[src/rtl/key_note_encoder_if.sv]
// Purpose : note-change event channel from the keyboard front end to the recorder.
// Latency : n/a (signal bundle only).
// Backpressure: the recorder holds off the producer by keeping note_ready low.
//   note_valid  producer -> consumer  event pending
//   note_evt    producer -> consumer  5-bit note code carried by the event
//   note_ready  consumer -> producer  event accepted when high with note_valid
interface key_note_encoder_if;
    logic       note_valid;
    logic [4:0] note_evt;
    logic       note_ready;

    modport master (output note_valid, output note_evt, input note_ready);
    modport slave  (input note_valid, input note_evt, output note_ready);
endinterface

[src/rtl/key_note_encoder.sv]
// Purpose : debounces note switches and octave buttons, encodes a 5-bit note code
//           (0 rest, 1-7 low, 8-14 mid, 15-21 high) and emits note-change events.
// Latency : an input held steady from cycle t reaches o_note_cur at t + DEBOUNCE_CYCLES + 3.
// Backpressure: one pending event; a new change while unaccepted overwrites it (latest wins)
//               and sets the sticky o_overrun flag.
// Ports:
//   clk, rst          clock, asynchronous active-high reset
//   i_key_sw[7:1]     note switches, bit7 = degree 1 ... bit1 = degree 7 (bit0 unused)
//   i_oct_up_btn      raw octave-up button
//   i_oct_dn_btn      raw octave-down button
//   o_note_cur        current note code 0..21
//   o_octave          current octave 0..2
//   o_overrun         sticky: an unaccepted event was overwritten
//   o_multi_err       more than one note switch down (MULTI_KEY_ERR_EN only, else 0)
//   evt_if            note_valid / note_evt / note_ready event channel (master side)
// Build option: define MULTI_KEY_ERR_EN to force rest and flag o_multi_err when several
//               keys are down; otherwise the highest key bit wins.
module key_note_encoder #(
    parameter int DEBOUNCE_CYCLES = 2_000_000,
    parameter int OCT_RESET       = 1
) (
    input  logic                      clk,
    input  logic                      rst,
    input  logic [7:0]                i_key_sw,
    input  logic                      i_oct_up_btn,
    input  logic                      i_oct_dn_btn,
    output logic [4:0]                o_note_cur,
    output logic [1:0]                o_octave,
    output logic                      o_overrun,
    output logic                      o_multi_err,
    key_note_encoder_if.master        evt_if
);

    localparam int             CW      = (DEBOUNCE_CYCLES > 1) ? $clog2(DEBOUNCE_CYCLES) : 1;
    localparam logic [CW-1:0]  CNT_MAX = CW'(DEBOUNCE_CYCLES - 1);
    localparam logic [1:0]     OCT_RST = 2'(OCT_RESET);

    typedef enum logic {S_IDLE, S_PEND} state_t;

    // vector layout: [8:2] = key_sw[7:1], [1] = octave up, [0] = octave down
    logic [8:0]    w_raw;
    logic [8:0]    r_sync1;
    logic [8:0]    r_sync2;
    logic [8:0]    r_cand;
    logic [8:0]    r_stable;
    logic [8:0]    r_stable_d;
    logic [CW-1:0] r_cnt;

    logic [1:0]    r_octave;
    logic          w_up_rise;
    logic          w_dn_rise;

    logic [6:0]    w_keys;
    logic [2:0]    w_degree;
    logic          w_multi;
    logic [4:0]    w_note_nxt;
    logic [4:0]    r_note_cur;
    logic          w_chg;

    state_t        r_state;
    state_t        w_state_nxt;
    logic          w_evt_load;
    logic          w_ovr_set;
    logic [4:0]    r_note_evt;
    logic          r_overrun;

    logic          w_unused;

    assign w_raw    = {i_key_sw[7:1], i_oct_up_btn, i_oct_dn_btn};
    assign w_unused = i_key_sw[0];

    // Synchronizer plus one shared debounce counter for the whole vector.
    // The candidate is copied once the counter has seen it unchanged long enough;
    // the copy is unconditional on that cycle so a value held exactly
    // DEBOUNCE_CYCLES cycles is accepted even if the input moves right after.
    always_ff @(posedge clk or posedge rst) begin
        if (rst) begin
            r_sync1    <= '0;
            r_sync2    <= '0;
            r_cand     <= '0;
            r_stable   <= '0;
            r_stable_d <= '0;
            r_cnt      <= '0;
        end else begin
            r_sync1    <= w_raw;
            r_sync2    <= r_sync1;
            r_stable_d <= r_stable;
            if (r_sync2 != r_cand) begin
                r_cand <= r_sync2;
                r_cnt  <= '0;
            end else if (r_cnt != CNT_MAX) begin
                r_cnt <= r_cnt + 1'b1;
            end
            if (r_cnt == CNT_MAX) begin
                r_stable <= r_cand;
            end
        end
    end

    assign w_up_rise = r_stable[1] & ~r_stable_d[1];
    assign w_dn_rise = r_stable[0] & ~r_stable_d[0];

    // Simultaneous up and down edges cancel out.
    always_ff @(posedge clk or posedge rst) begin
        if (rst) begin
            r_octave <= OCT_RST;
        end else if (w_up_rise && !w_dn_rise && (r_octave != 2'd2)) begin
            r_octave <= r_octave + 2'd1;
        end else if (w_dn_rise && !w_up_rise && (r_octave != 2'd0)) begin
            r_octave <= r_octave - 2'd1;
        end
    end

    assign w_keys = r_stable[8:2];

    // Highest key bit has the lowest degree, so scanning upward lets it win.
    always_comb begin
        w_degree   = 3'd0;
        w_note_nxt = 5'd0;
        for (int i = 0; i < 7; i++) begin
            if (w_keys[i]) begin
                w_degree = 3'(7 - i);
            end
        end
`ifdef MULTI_KEY_ERR_EN
        w_multi = |(w_keys & (w_keys - 7'd1));
`else
        w_multi = 1'b0;
`endif
        if ((w_degree != 3'd0) && !w_multi) begin
            w_note_nxt = ({3'b000, r_octave} * 5'd7) + {2'b00, w_degree};
        end
    end

    assign w_chg = (w_note_nxt != r_note_cur);

    always_ff @(posedge clk or posedge rst) begin
        if (rst) begin
            r_note_cur <= '0;
        end else begin
            r_note_cur <= w_note_nxt;
        end
    end

    // Event FSM: the event is raised on the same edge that note_cur takes the new code.
    always_ff @(posedge clk or posedge rst) begin
        if (rst) begin
            r_state <= S_IDLE;
        end else begin
            r_state <= w_state_nxt;
        end
    end

    always_comb begin
        w_state_nxt = r_state;
        w_evt_load  = 1'b0;
        w_ovr_set   = 1'b0;
        case (r_state)
            S_IDLE: begin
                if (w_chg) begin
                    w_evt_load  = 1'b1;
                    w_state_nxt = S_PEND;
                end
            end
            S_PEND: begin
                if (w_chg) begin
                    // with ready the old event is consumed, otherwise it is lost
                    w_evt_load = 1'b1;
                    w_ovr_set  = !evt_if.note_ready;
                end else if (evt_if.note_ready) begin
                    w_state_nxt = S_IDLE;
                end
            end
            default: w_state_nxt = S_IDLE;
        endcase
    end

    always_ff @(posedge clk or posedge rst) begin
        if (rst) begin
            r_note_evt <= '0;
            r_overrun  <= 1'b0;
        end else begin
            if (w_evt_load) begin
                r_note_evt <= w_note_nxt;
            end
            if (w_ovr_set) begin
                r_overrun <= 1'b1;
            end
        end
    end

    assign o_note_cur        = r_note_cur;
    assign o_octave          = r_octave;
    assign o_overrun         = r_overrun;
    assign o_multi_err       = w_multi;
    assign evt_if.note_valid = (r_state == S_PEND);
    assign evt_if.note_evt   = r_note_evt;

endmodule
[src/flat_wrapper.sv]
// flat-port wrapper written by rule: the top's interface ports become plain ports
module key_note_encoder_flat 
#(
    parameter int DEBOUNCE_CYCLES = 2_000_000,
    parameter int OCT_RESET       = 1
)
  (clk, rst, i_key_sw, i_oct_up_btn, i_oct_dn_btn, o_note_cur, o_octave, o_overrun, o_multi_err, evt_if_note_valid, evt_if_note_evt, evt_if_note_ready);
  key_note_encoder_if evt_if_i ();
  input  logic clk;
  input  logic rst;
  input  logic [7:0] i_key_sw;
  input  logic i_oct_up_btn;
  input  logic i_oct_dn_btn;
  output logic [4:0] o_note_cur;
  output logic [1:0] o_octave;
  output logic o_overrun;
  output logic o_multi_err;
  output wire logic [$bits(evt_if_i.note_valid)-1:0] evt_if_note_valid;
  output wire logic [$bits(evt_if_i.note_evt)-1:0] evt_if_note_evt;
  input wire logic [$bits(evt_if_i.note_ready)-1:0] evt_if_note_ready;
  assign evt_if_note_valid = evt_if_i.note_valid;
  assign evt_if_note_evt = evt_if_i.note_evt;
  assign evt_if_i.note_ready = evt_if_note_ready;
  key_note_encoder #(.DEBOUNCE_CYCLES(DEBOUNCE_CYCLES), .OCT_RESET(OCT_RESET)) u_core (.clk(clk), .rst(rst), .i_key_sw(i_key_sw), .i_oct_up_btn(i_oct_up_btn), .i_oct_dn_btn(i_oct_dn_btn), .o_note_cur(o_note_cur), .o_octave(o_octave), .o_overrun(o_overrun), .o_multi_err(o_multi_err), .evt_if(evt_if_i));
endmodule
[config.mk]
export PLATFORM = sky130hd
export DESIGN_NAME = key_note_encoder_flat
export DESIGN_NICKNAME = d
export VERILOG_FILES = /design/src/rtl/key_note_encoder_if.sv /design/src/rtl/key_note_encoder.sv /design/src/flat_wrapper.sv
export SDC_FILE = /design/constraint.sdc
export NUM_CORES = 1
export LEC_CHECK = 0
export CAP_MARGIN = 20
export CORE_MARGIN = 10
export CORE_UTILIZATION = 60
export CTS_CLUSTER_SIZE = 10
export DETAILED_ROUTE_END_ITERATION = 12
export PLACE_DENSITY = 0.82
export SYNTH_ARGS = -nofsm -noshare
export SYNTH_HDL_FRONTEND = slang
export SYNTH_SLANG_ARGS = --single-unit
[constraint.sdc]
create_clock -name clk -period 7.1 [get_ports clk]
set_input_delay 1.42 -clock clk [delete_from_list [all_inputs] [get_ports clk]]
set_output_delay 1.42 -clock clk [all_outputs]
set_load 0.02 [all_outputs]
==> reports/metrics.cfg, run 1 <==
[finish]
final_cell_area_mm2 = 0.00368
layoutNonFillerInstCount = 372
fillers = 406
antennaDiodeCount = 0
fin_nets = 321
final_util_pct = 71.6
layout-drive-gt1-share_pct = 11.9
ff_latch_area_mm2 = 0.00183
areaGrowthSynthToFinish_pct = 14.5
multi_input_area_mm2 = 0.00128

[setup_path]
cp_cell_sequence = or4_4, nor2b_1, fa_1, ha_1, a211oi_1, nor3_1, o21ai_0, o2bb2ai_1, o2111a_4, mux2_4
cp_top_family = compound AO/OA/AOI/OAI gates
crit_path_max_incr_delay_ns = 0.57
critPathLaunch = u_core.r_stable[3]
path_class = register to register
path_buf_inv = 0
r2r_slack_ns = 3.41
r2r-end = u_core.evt_if.note_evt[2]
timing.rr.start = u_core.r_stable[3]
cp-start-kind = register
cp_slowest_cell = or4_4
endpoint_kind = register
ff2ff_path_depth = 10
cp.arrival_ns = 3.91
path_max_fanout = 6
critPathRequiredTime_ns = 7.32

[timing]
max_slew_margin_pct = 41.7
tns_ns = 0
slew_viol_final = 0
rsz0062_at_grt = no
post-route-period-util_pct = 52.0
setup_viol = 0
period_needed_ns = 3.69
hold_viol_final = 0
fmax_mhz = 271
worst_slew_pin_slew_ns = 0.872
fin_skew_ns = 0.0153

[placement]
routabilityCongestion = 0.770
dp_cells = 356
dpl_cell_area_mm2 = 0.00349
dp_hpwl_um = 3880
portBuffers = 25

[power_and_ir_drop]
total_power_mw = 0.731
p_leak_nw = 1.58
combPwrFrac_pct = 2.6
power.switching_mw = 0.163
peakVddDrop_uv = 149
p_seq_share_pct = 58.5
internal_power_mw = 0.568
powerDensity_mw_per_mm2 = 199
clockPowerShare_pct = 38.9
swShare_pct = 22.3

[cts]
clock-sinks = 73
root_buffer = clkbuf_8
cts_tree = yes
path_clk_slew_ns = 0.09
clock_latency_ns = 0.34
cts_buffer_depth = 2
cts.repair.resized = 0
cts_max_level = 3
postCtsSetupRepairBufs = 0
ctsHoldBuffers = 0
numCtsBuffers = 9

[floorplan]
io-pin-count = 28
dieArea_mm2 = 0.00869
die_w_um = 93.2
rows = 26
initial_core_util_pct = 62.5
core_mm2 = 0.00514
fp.dieH_um = 93.2

[yosys]
synth_edf_count = 0
synth_ff_type = dfrtp_1
synth.yosys.seq_area_share_pct = 56.9
syn_nets = 298
syn_inst = 275
synth_seq_cells = 73
ys_async_sr_fraction_pct = 100
syn-cell-area_mm2 = 0.00321
syn_area_per_cell_um2 = 11.7
synth_cell_type_count = 48
ys_warn_count = 0

[detailed_routing]
wl_per_cell_um = 14.7
drt_pass1_iterations = 4
drt_wl_total_um = 5480
drt-vias-per-instance = 5.44
vias = 2025
detail-route-antenna-nets = 0
drc = 0
drt_iter0_markers = 117

[global_route]
antenna_found_initial = 0
overflow = 0
grt_pass1_vias = 2112
grt_usage_pct = 14.4
grt_max_degree = 74
grt_first_pass_wirelength_um = 10000

[hold_path]
hp-class = register to register
hold_start = u_core.r_sync1[3]
whs_endpoint = u_core.r_sync2[3]
holdPathStages = 0

[run_status]
status = finished, final reports clean

[run]
drv_cap = 0

-- Yosys cell counts (2+ instances only) --
cell type   n  area (µm²)
a211oi_1    2        15.0
a21oi_1     6        30.0
a31oi_1     2        12.5
a32o_1      2        20.0
and2_1      3        18.8
and3_1      3        18.8
clkbuf_1   12        45.0
dfrtp_1    72        1800
fa_1        3        60.1
ha_1        7        87.6
inv_1      10        37.5
mux2_2      8        90.1
mux2_4      4        60.1
nand2_1    14        52.6
nand2b_1    3        18.8
nand3_1     7        35.0
nand4_1     3        18.8
nor2_1     29         109
nor2b_1     3        18.8
nor3_1      7        35.0
nor3b_1     2        15.0
nor4_1      3        18.8
nor4bb_1    2        20.0
o21ai_0     9        45.0
o21bai_1    4        30.0
or3_1       8        50.1
xnor2_1    11        96.3
xor2_1     16         140
-- sequential cells by signal, indices dropped and copies added (netlist names) --
| register | flops |
|---|---|
| u_core.o_octave | 2 |
| u_core.o_overrun | 1 |
| u_core.r_stable | 9 |
| u_core.r_cnt | 21 |
| u_core.r_cand | 9 |
| u_core.r_stable_d | 2 |
| u_core.evt_if.note_valid | 1 |
| u_core.r_sync2 | 9 |
| u_core.r_sync1 | 9 |
| u_core.o_note_cur | 5 |
| u_core.evt_if.note_evt | 5 |
-- stage by stage --
| step | setup WS, ns | hold WS [ns] |
|---|---|---|
| finish | 3.41 | 0.351 |
| global route | 3.13 | 0.356 |
| CTS | 3.43 | 0.352 |
| detailed placement | 3.46 | 0.336 |
| global placement | 3.55 | 0.332 |
| floorplan | 3.70 | 0.331 |
-- power by group through the flow --
| stage | sequential (mW) | clock, mW | combinational [mW] |
|---|---|---|---|
| floorplan | 0.435 | 0 | 0.0123 |
| global placement | 0.435 | 0 | 0.0193 |
| detailed placement | 0.436 | 0 | 0.0197 |
| CTS | 0.428 | 0.293 | 0.0198 |
| global route | 0.429 | 0.317 | 0.0217 |
| finish | 0.428 | 0.284 | 0.0189 |
-- layout by cell type, fill, tap and decap left out, drive strengths merged, types with 4 or more instances in the layout --
master	count
dfrtp	72
nor2	29
clkdlybuf4s50	25
xor2	16
nand2	14
xnor2	12
mux2	12
inv	11
clkbuf	10
o21ai	9
or3	8
nor3	8
nand3	7
ha	7
a21oi	6
o21bai	4
and2	4
-- metal layers --
layer / up-vias / global-route usage, % / share of wire, %
met2: 40 / 23.0 / 48
met1: 997 / 17.7 / 46
met5: - / 0 / 0
li1: 982 / - / -
met3: 6 / 5.36 / 4.3
met4: 0 / 5.01 / 1.0
-- kinds of logic after synthesis --
logic type,count (synthesis),synth area share [%]
muxes,13,4.98
AOI/OAI and AO/OA,31,6.58
and+or+nand+nor,93,15.0
DFF,73,56.9
xor gates and xnor gates,29,8.56
adders and majority gates,10,4.59
other,1,0.117
buffers and inverters,25,3.31
-- final cells by class --
class	count	area share (%)
clock inverters	5	1.12
clock buffers	10	3.74
well taps	70	2.38
flip-flops and latches	73	49.7
repair buffers	27	7.31
multi-input cells	177	34.8
inverters	10	1.02
-- worst register-to-register path, cell delays in order, from the launching register on --
cell and delay [ns]:
dfrtp_1 0.41, or4_4 0.57, nor2b_1 0.16, fa_1 0.49, ha_1 0.32, a211oi_1 0.52
nor3_1 0.14, o21ai_0 0.18, o2bb2ai_1 0.16, o2111a_4 0.31, mux2_4 0.31
-- worst max-delay path by stage --
| stage | slack (ns) | to | cells after the start |
|---|---|---|---|
| 3_5_place_dp | 3.46 | u_core.evt_if.note_evt[1] | 10 |
| 4_1_cts | 3.43 | u_core.evt_if.note_evt[1] | 10 |
| 3_3_place_gp | 3.55 | u_core.evt_if.note_evt[4] | 10 |
| 2_1_floorplan | 3.70 | u_core.evt_if.note_evt[1] | 9 |
| 6_report | 3.41 | u_core.evt_if.note_evt[2] | 10 |
| 5_1_grt | 3.13 | u_core.evt_if.note_evt[2] | 10 |
Power figures use the tool's default switching activity.
==> run 2, diff against run 1 <==
--- a/config.mk
+++ b/config.mk
@@ -7,10 +7,10 @@
 export LEC_CHECK = 0
 export CAP_MARGIN = 20
 export CORE_MARGIN = 10
-export CORE_UTILIZATION = 60
+export CORE_UTILIZATION = 51
 export CTS_CLUSTER_SIZE = 10
 export DETAILED_ROUTE_END_ITERATION = 12
-export PLACE_DENSITY = 0.82
+export PLACE_DENSITY = 0.75
 export SYNTH_ARGS = -nofsm -noshare
 export SYNTH_HDL_FRONTEND = slang
 export SYNTH_SLANG_ARGS = --single-unit
==> constraint.sdc (replaced) <==
create_clock -name clk -period 3.2 [get_ports clk]
set_input_delay 0.64 -clock clk [delete_from_list [all_inputs] [get_ports clk]]
set_output_delay 0.64 -clock clk [all_outputs]
set_load 0.02 [all_outputs]
==> run 2 against run 1 <==
- the flow now finishes with violations (negative setup slack)
- clock power rose to 2.6 times the previous value
- combinational power up 130%
- clock skew down 0.0056 ns
- sequential share of layout area down 2.7 points
- critical path type unchanged
- largest cell class unchanged
==> reports/metrics.cfg, run 2 (same netlist as run 1, synthesis figures left out) <==
[setup_path]
ff2ff_path_depth = 9
r2r_slack_ns = -0.11
endpoint_kind = register
r2r-end = u_core.evt_if.note_evt[4]
cp_slowest_cell = or4_4
critPathLaunch = u_core.r_stable[5]
cp-start-kind = register
path_max_fanout = 5
critical_path.most_common_cell = fa_2
critPathRequiredTime_ns = 3.42
cp_cell_sequence = or4_4, nor2b_4, fa_2, fa_2, xnor3_1, a32o_1, a32o_2, o2111a_4, mux2_4
crit_path_end = u_core.evt_if.note_evt[4]
path_class = register to register
cp.arrival_ns = 3.53
crit_path_max_incr_delay_ns = 0.55
timing.rr.start = u_core.r_stable[5]

[detailed_routing]
drt_wl_total_um = 5410
drc = 0
vias = 2052
drt_iter0_markers = 94
drt_pass1_iterations = 4
detail-route-antenna-nets = 0
drt-vias-per-instance = 5.25
wl_per_cell_um = 13.8

[timing]
period_needed_ns = 3.31
rsz0062_at_grt = yes
tns_ns = -0.442
post-route-period-util_pct = 103
fmax_mhz = 302
max_slew_margin_pct = 47.8
fin_ws_ns = -0.107
hold_viol_final = 0
slew_viol_final = 0
worst_slew_pin_slew_ns = 0.782
fin_skew_ns = 0.00965
setup_viol = 6

[cts]
cts_tree = yes
root_buffer = clkbuf_8
postCtsSetupRepairBufs = 0
clock-sinks = 73
clock_latency_ns = 0.34
numCtsBuffers = 9
path_clk_slew_ns = 0.08
cts_buffer_depth = 2
cts_max_level = 3

[finish]
final_common_cell = dfrtp_1
layout-drive-gt1-share_pct = 19.0
layoutNonFillerInstCount = 391
fillers = 479
final_cell_area_mm2 = 0.00389
antennaDiodeCount = 0
areaGrowthSynthToFinish_pct = 21.0
top_register = u_core.r_cnt
final_util_pct = 64.6
layout_common_cells = dfrtp_1, nor2_1, clkdlybuf4s50_1, xor2_1, buf_4
fin_nets = 335
largest_reg_flops = 21

[placement]
dpl_cell_area_mm2 = 0.00366
routabilityCongestion = 0.806
dp_hpwl_um = 3910
portBuffers = 25
dp_cells = 376

[floorplan]
io-pin-count = 28
core_mm2 = 0.00603
dieArea_mm2 = 0.00988
fp.dieH_um = 99.4
die_w_um = 99.4
initial_core_util_pct = 53.3
rows = 28

[global_route]
grt_max_degree = 39
overflow = 0
grt_pass1_vias = 2178
grt_usage_pct = 11.7
grt_first_pass_wirelength_um = 9670
antenna_found_initial = 0

[hold_path]
hp-class = register to register
holdPathStages = 0

[power_and_ir_drop]
peakVddDrop_uv = 289
p_leak_nw = 1.66
powerDensity_mw_per_mm2 = 442

[run_status]
status = finished with violations
violations = negative setup slack

[run]
drv_cap = 0

==> run 2: cell count changes in the layout (fill, tap and decap cells not counted), moves of 2 or more <==
cell,change
buf_4,+14
fa_1,-2
fa_2,+2
ha_1,-3
ha_4,+2
o21ai_0,-3
o21ai_1,+3
==> run 2: worst max-delay path: cells and delay by family (launching register included) <==
family	cells	cell delay (ns)
simple gates	2	0.70
compound gates	3	0.67
xor+xnor	1	0.20
mux	1	0.30
fa+ha+maj	2	0.93
flops	1	0.39
==> run 2: how the worst min path moves through the flow <==
stage / slack (ns) / end / startpoint
4_1_cts: 0.35 / u_core.r_sync2[5] / u_core.r_sync1[5]
2_1_floorplan: 0.33 / u_core.r_sync2[0] / u_core.r_sync1[0]
3_5_place_dp: 0.33 / u_core.r_sync2[5] / u_core.r_sync1[5]
5_1_grt: 0.36 / u_core.r_sync2[5] / u_core.r_sync1[5]
3_3_place_gp: 0.33 / u_core.r_sync2[1] / u_core.r_sync1[1]
6_report: 0.35 / u_core.r_sync2[5] / u_core.r_sync1[5]
==> run 2: timing repair <==
item                       4_1_cts  5_1_grt
setup endpoints to repair        6        7
hold buffers                     0        0
pin swaps                        3        7
gates cloned                     0        0
resized for setup                4        2
==> run 2: power by group <==
group	leakage (nW)	switching [mW]	internal, mW
Combinational	0.608	0.0238	0.0202
Clock	0.0994	0.344	0.384
Sequential	0.954	0.00926	0.939
==> run 2: final cells by class <==
| cell class | instances | area, µm² | area share [%] |
|---|---|---|---|
| Multi-Input combinational cell | 177 | 1350 | 34.6 |
| Timing Repair Buffer | 41 | 383 | 9.84 |
| Clock inverter | 5 | 63.8 | 1.64 |
| Sequential cell | 73 | 1830 | 47.0 |
| Clock buffer | 10 | 138 | 3.54 |
| Tap cell | 75 | 93.8 | 2.41 |
| Inverter | 10 | 37.5 | 0.965 |
==> run 2: routing by layer <==
metal | routed length, µm | GRT usage [%] | up-vias
li1 | - | - | 998
met1 | 2570 | 14.0 | 1012
met2 | 2450 | 18.8 | 35
met3 | 317 | 4.08 | 7
met4 | 70 | 4.74 | 0
met5 | 0 | 0 | -
==> run 2: stage by stage <==
step / power (mW) / hold WS [ns] / worst slack, ns
after floorplan: 0.992 / 0.331 / -0.00174
after global placement: 1.01 / 0.332 / -0.0348
after detailed placement: 1.01 / 0.335 / -0.105
after CTS: 1.75 / 0.353 / -0.0370
after global routing: 1.79 / 0.358 / -0.153
final: 1.72 / 0.351 / -0.107
==> run 3, diff against run 2 <==
==> constraint.sdc (replaced) <==
create_clock -name clk -period 3 [get_ports clk]
set_input_delay 0.6 -clock clk [delete_from_list [all_inputs] [get_ports clk]]
set_output_delay 0.6 -clock clk [all_outputs]
set_load 0.02 [all_outputs]
==> run 3 against run 2 <==
- the run still ends with negative setup slack left
- clock power is 18% higher
- setup slack worse by 0.098 ns
- sequential share of layout area is 1.0 points lower
- clock skew is 0.0016 ns lower
- total power is 11% higher
- maximum frequency is 3.2% higher
- non-clock buffer count is 7 higher
- combinational power is 6.6% higher
- final area is 2.3% higher
- flip-flop and latch count stayed put
==> reports/metrics.cfg, run 3 (same netlist as run 1, synthesis figures left out) <==
[run_status]
status = finished with violations
violations = negative setup slack

[finish]
fillers = 450
antennaDiodeCount = 0
largest_reg_flops = 21
areaGrowthSynthToFinish_pct = 23.8
multi_input_area_mm2 = 0.00136
layout_common_cells = dfrtp_1, nor2_1, clkdlybuf4s50_1, buf_4, xor2_1
top_register = u_core.r_cnt
final_cell_area_mm2 = 0.00398
layout-drive-gt1-share_pct = 21.6
fin_nets = 342
ff_latch_area_mm2 = 0.00183
final_common_cell = dfrtp_1

[floorplan]
rows = 28
initial_core_util_pct = 53.3
core_mm2 = 0.00603
fp.dieH_um = 99.4
dieArea_mm2 = 0.00988
io-pin-count = 28
die_w_um = 99.4

[hold_path]
hp-class = register to register

[placement]
dp_hpwl_um = 3900
portBuffers = 25
dpl_cell_area_mm2 = 0.00369
routabilityCongestion = 0.810

[timing]
setup_viol = 7
holdWs_ns = 0.351
post-route-period-util_pct = 107
period_needed_ns = 3.20
fin_ws_ns = -0.205
slew_viol_final = 0
fmax_mhz = 312
rsz0062_at_grt = yes
hold_viol_final = 0
fin_skew_ns = 0.00810

[detailed_routing]
drt_wl_total_um = 5640
dr_wl_met3_um = 335
drt_iter0_markers = 70
wl_met2_um = 2650
drt_pass1_iterations = 4
vias = 2120
met1Wirelength_um = 2570
drc = 0
drt-vias-per-instance = 5.31
detail-route-antenna-nets = 0
wl_per_cell_um = 14.1
routed.top_layer = met4

[global_route]
grt_usage_pct = 12.1
antenna_found_initial = 0
grt_first_pass_wirelength_um = 9870
grt_pass1_vias = 2103
overflow = 0
grt_max_degree = 74

[setup_path]
cp-start-kind = register
path_buf_inv = 0
cp_cell_sequence = or4_4, nor2b_4, fa_2, fa_2, xnor3_1, a32o_1, a32o_2, o2111a_4, mux2_4
cp_slowest_cell = or4_4
cp_top_family = adder cells
endpoint_kind = register
path_max_fanout = 5
crit_path_max_incr_delay_ns = 0.55
path_class = register to register
critPathRequiredTime_ns = 3.22
cp.arrival_ns = 3.43
critical_path.most_common_cell = fa_2

[cts]
clock_latency_ns = 0.34
cts_tree = yes
root_buffer = clkbuf_8
ctsHoldBuffers = 0
cts_buffer_depth = 2
clock-sinks = 73
numCtsBuffers = 9
cts_max_level = 3
path_clk_slew_ns = 0.08

[power_and_ir_drop]
total_power_mw = 1.92
peakVddDrop_uv = 347
p_leak_nw = 1.72
powerDensity_mw_per_mm2 = 481

[run]
drv_cap = 0

[run 3: changes by cell type in the layout (fill, tap and decap cells not counted), sizes merged]
cell    delta
buf        +7
bufinv     +1
clkinv     +1
inv        -1
[run 3: report_power, final]
part           switching, mW  internal [mW]  total [mW]
sequential           0.00993           1.00        1.01
combinational         0.0252         0.0217      0.0469
clock                  0.363          0.494       0.856
total                  0.398           1.52        1.92
[run 3: path summary, 6_finish.rpt]
kind	startpoint	end	slack, ns	cells after the start
setup / recovery	u_core.r_stable[5]	u_core.evt_if.note_evt[4]	-0.20	9
hold / removal	u_core.r_sync1[1]	u_core.r_sync2[1]	0.35	0
setup reg to reg	u_core.r_stable[5]	u_core.evt_if.note_evt[4]	-0.20	9
hold reg to reg	u_core.r_sync1[1]	u_core.r_sync2[1]	0.35	0
max in group asynchronous	rst	u_core.o_octave[0]	2.01	3
min in group asynchronous	rst	u_core.evt_if.note_valid	0.65	3
[run 3: per-layer routing]
metal / vias to the layer above / global-route usage (%)
li1: 1013 / -
met1: 1046 / 15.0
met2: 53 / 18.5
met3: 8 / 4.15
met4: 0 / 5.95
met5: - / 0
[run 3: what timing repair did]
action	4_1_cts	5_1_grt
endpoints found under the setup margin	7	7
gates resized for setup	2	6
pin swaps	7	9
setup buffers	0	3
[run 3: final cells by class]
type                       count  share of cell area, %
clock buffer                  10                   3.46
sequential                    73                   45.9
multi-input combinational    177                   34.1
timing repair buffer          48                   10.9
tap                           75                   2.36
clock inverter                 6                   2.26
inverter                      10                  0.943
[run 3: through the flow]
stage / utilization (%) / instances / setup slack (ns) / TNS (ns)
final: 66.0 / 399 / -0.205 / -1.13
after floorplan: - / 275 / -0.194 / -0.849
after global routing: 66.0 / 399 / -0.309 / -1.84
after global placement: 61.3 / 380 / -0.223 / -1.22
after CTS: 65.2 / 396 / -0.275 / -1.53
after detailed placement: 61.3 / 380 / -0.308 / -1.82
[run 3: worst reg2reg max path, stage by stage, from the launching register on]
cell	delay, ns
dfrtp_1	0.39
or4_4	0.55
nor2b_4	0.15
fa_2	0.46
fa_2	0.40
xnor3_1	0.20
a32o_1	0.23
a32o_2	0.24
o2111a_4	0.17
mux2_4	0.30
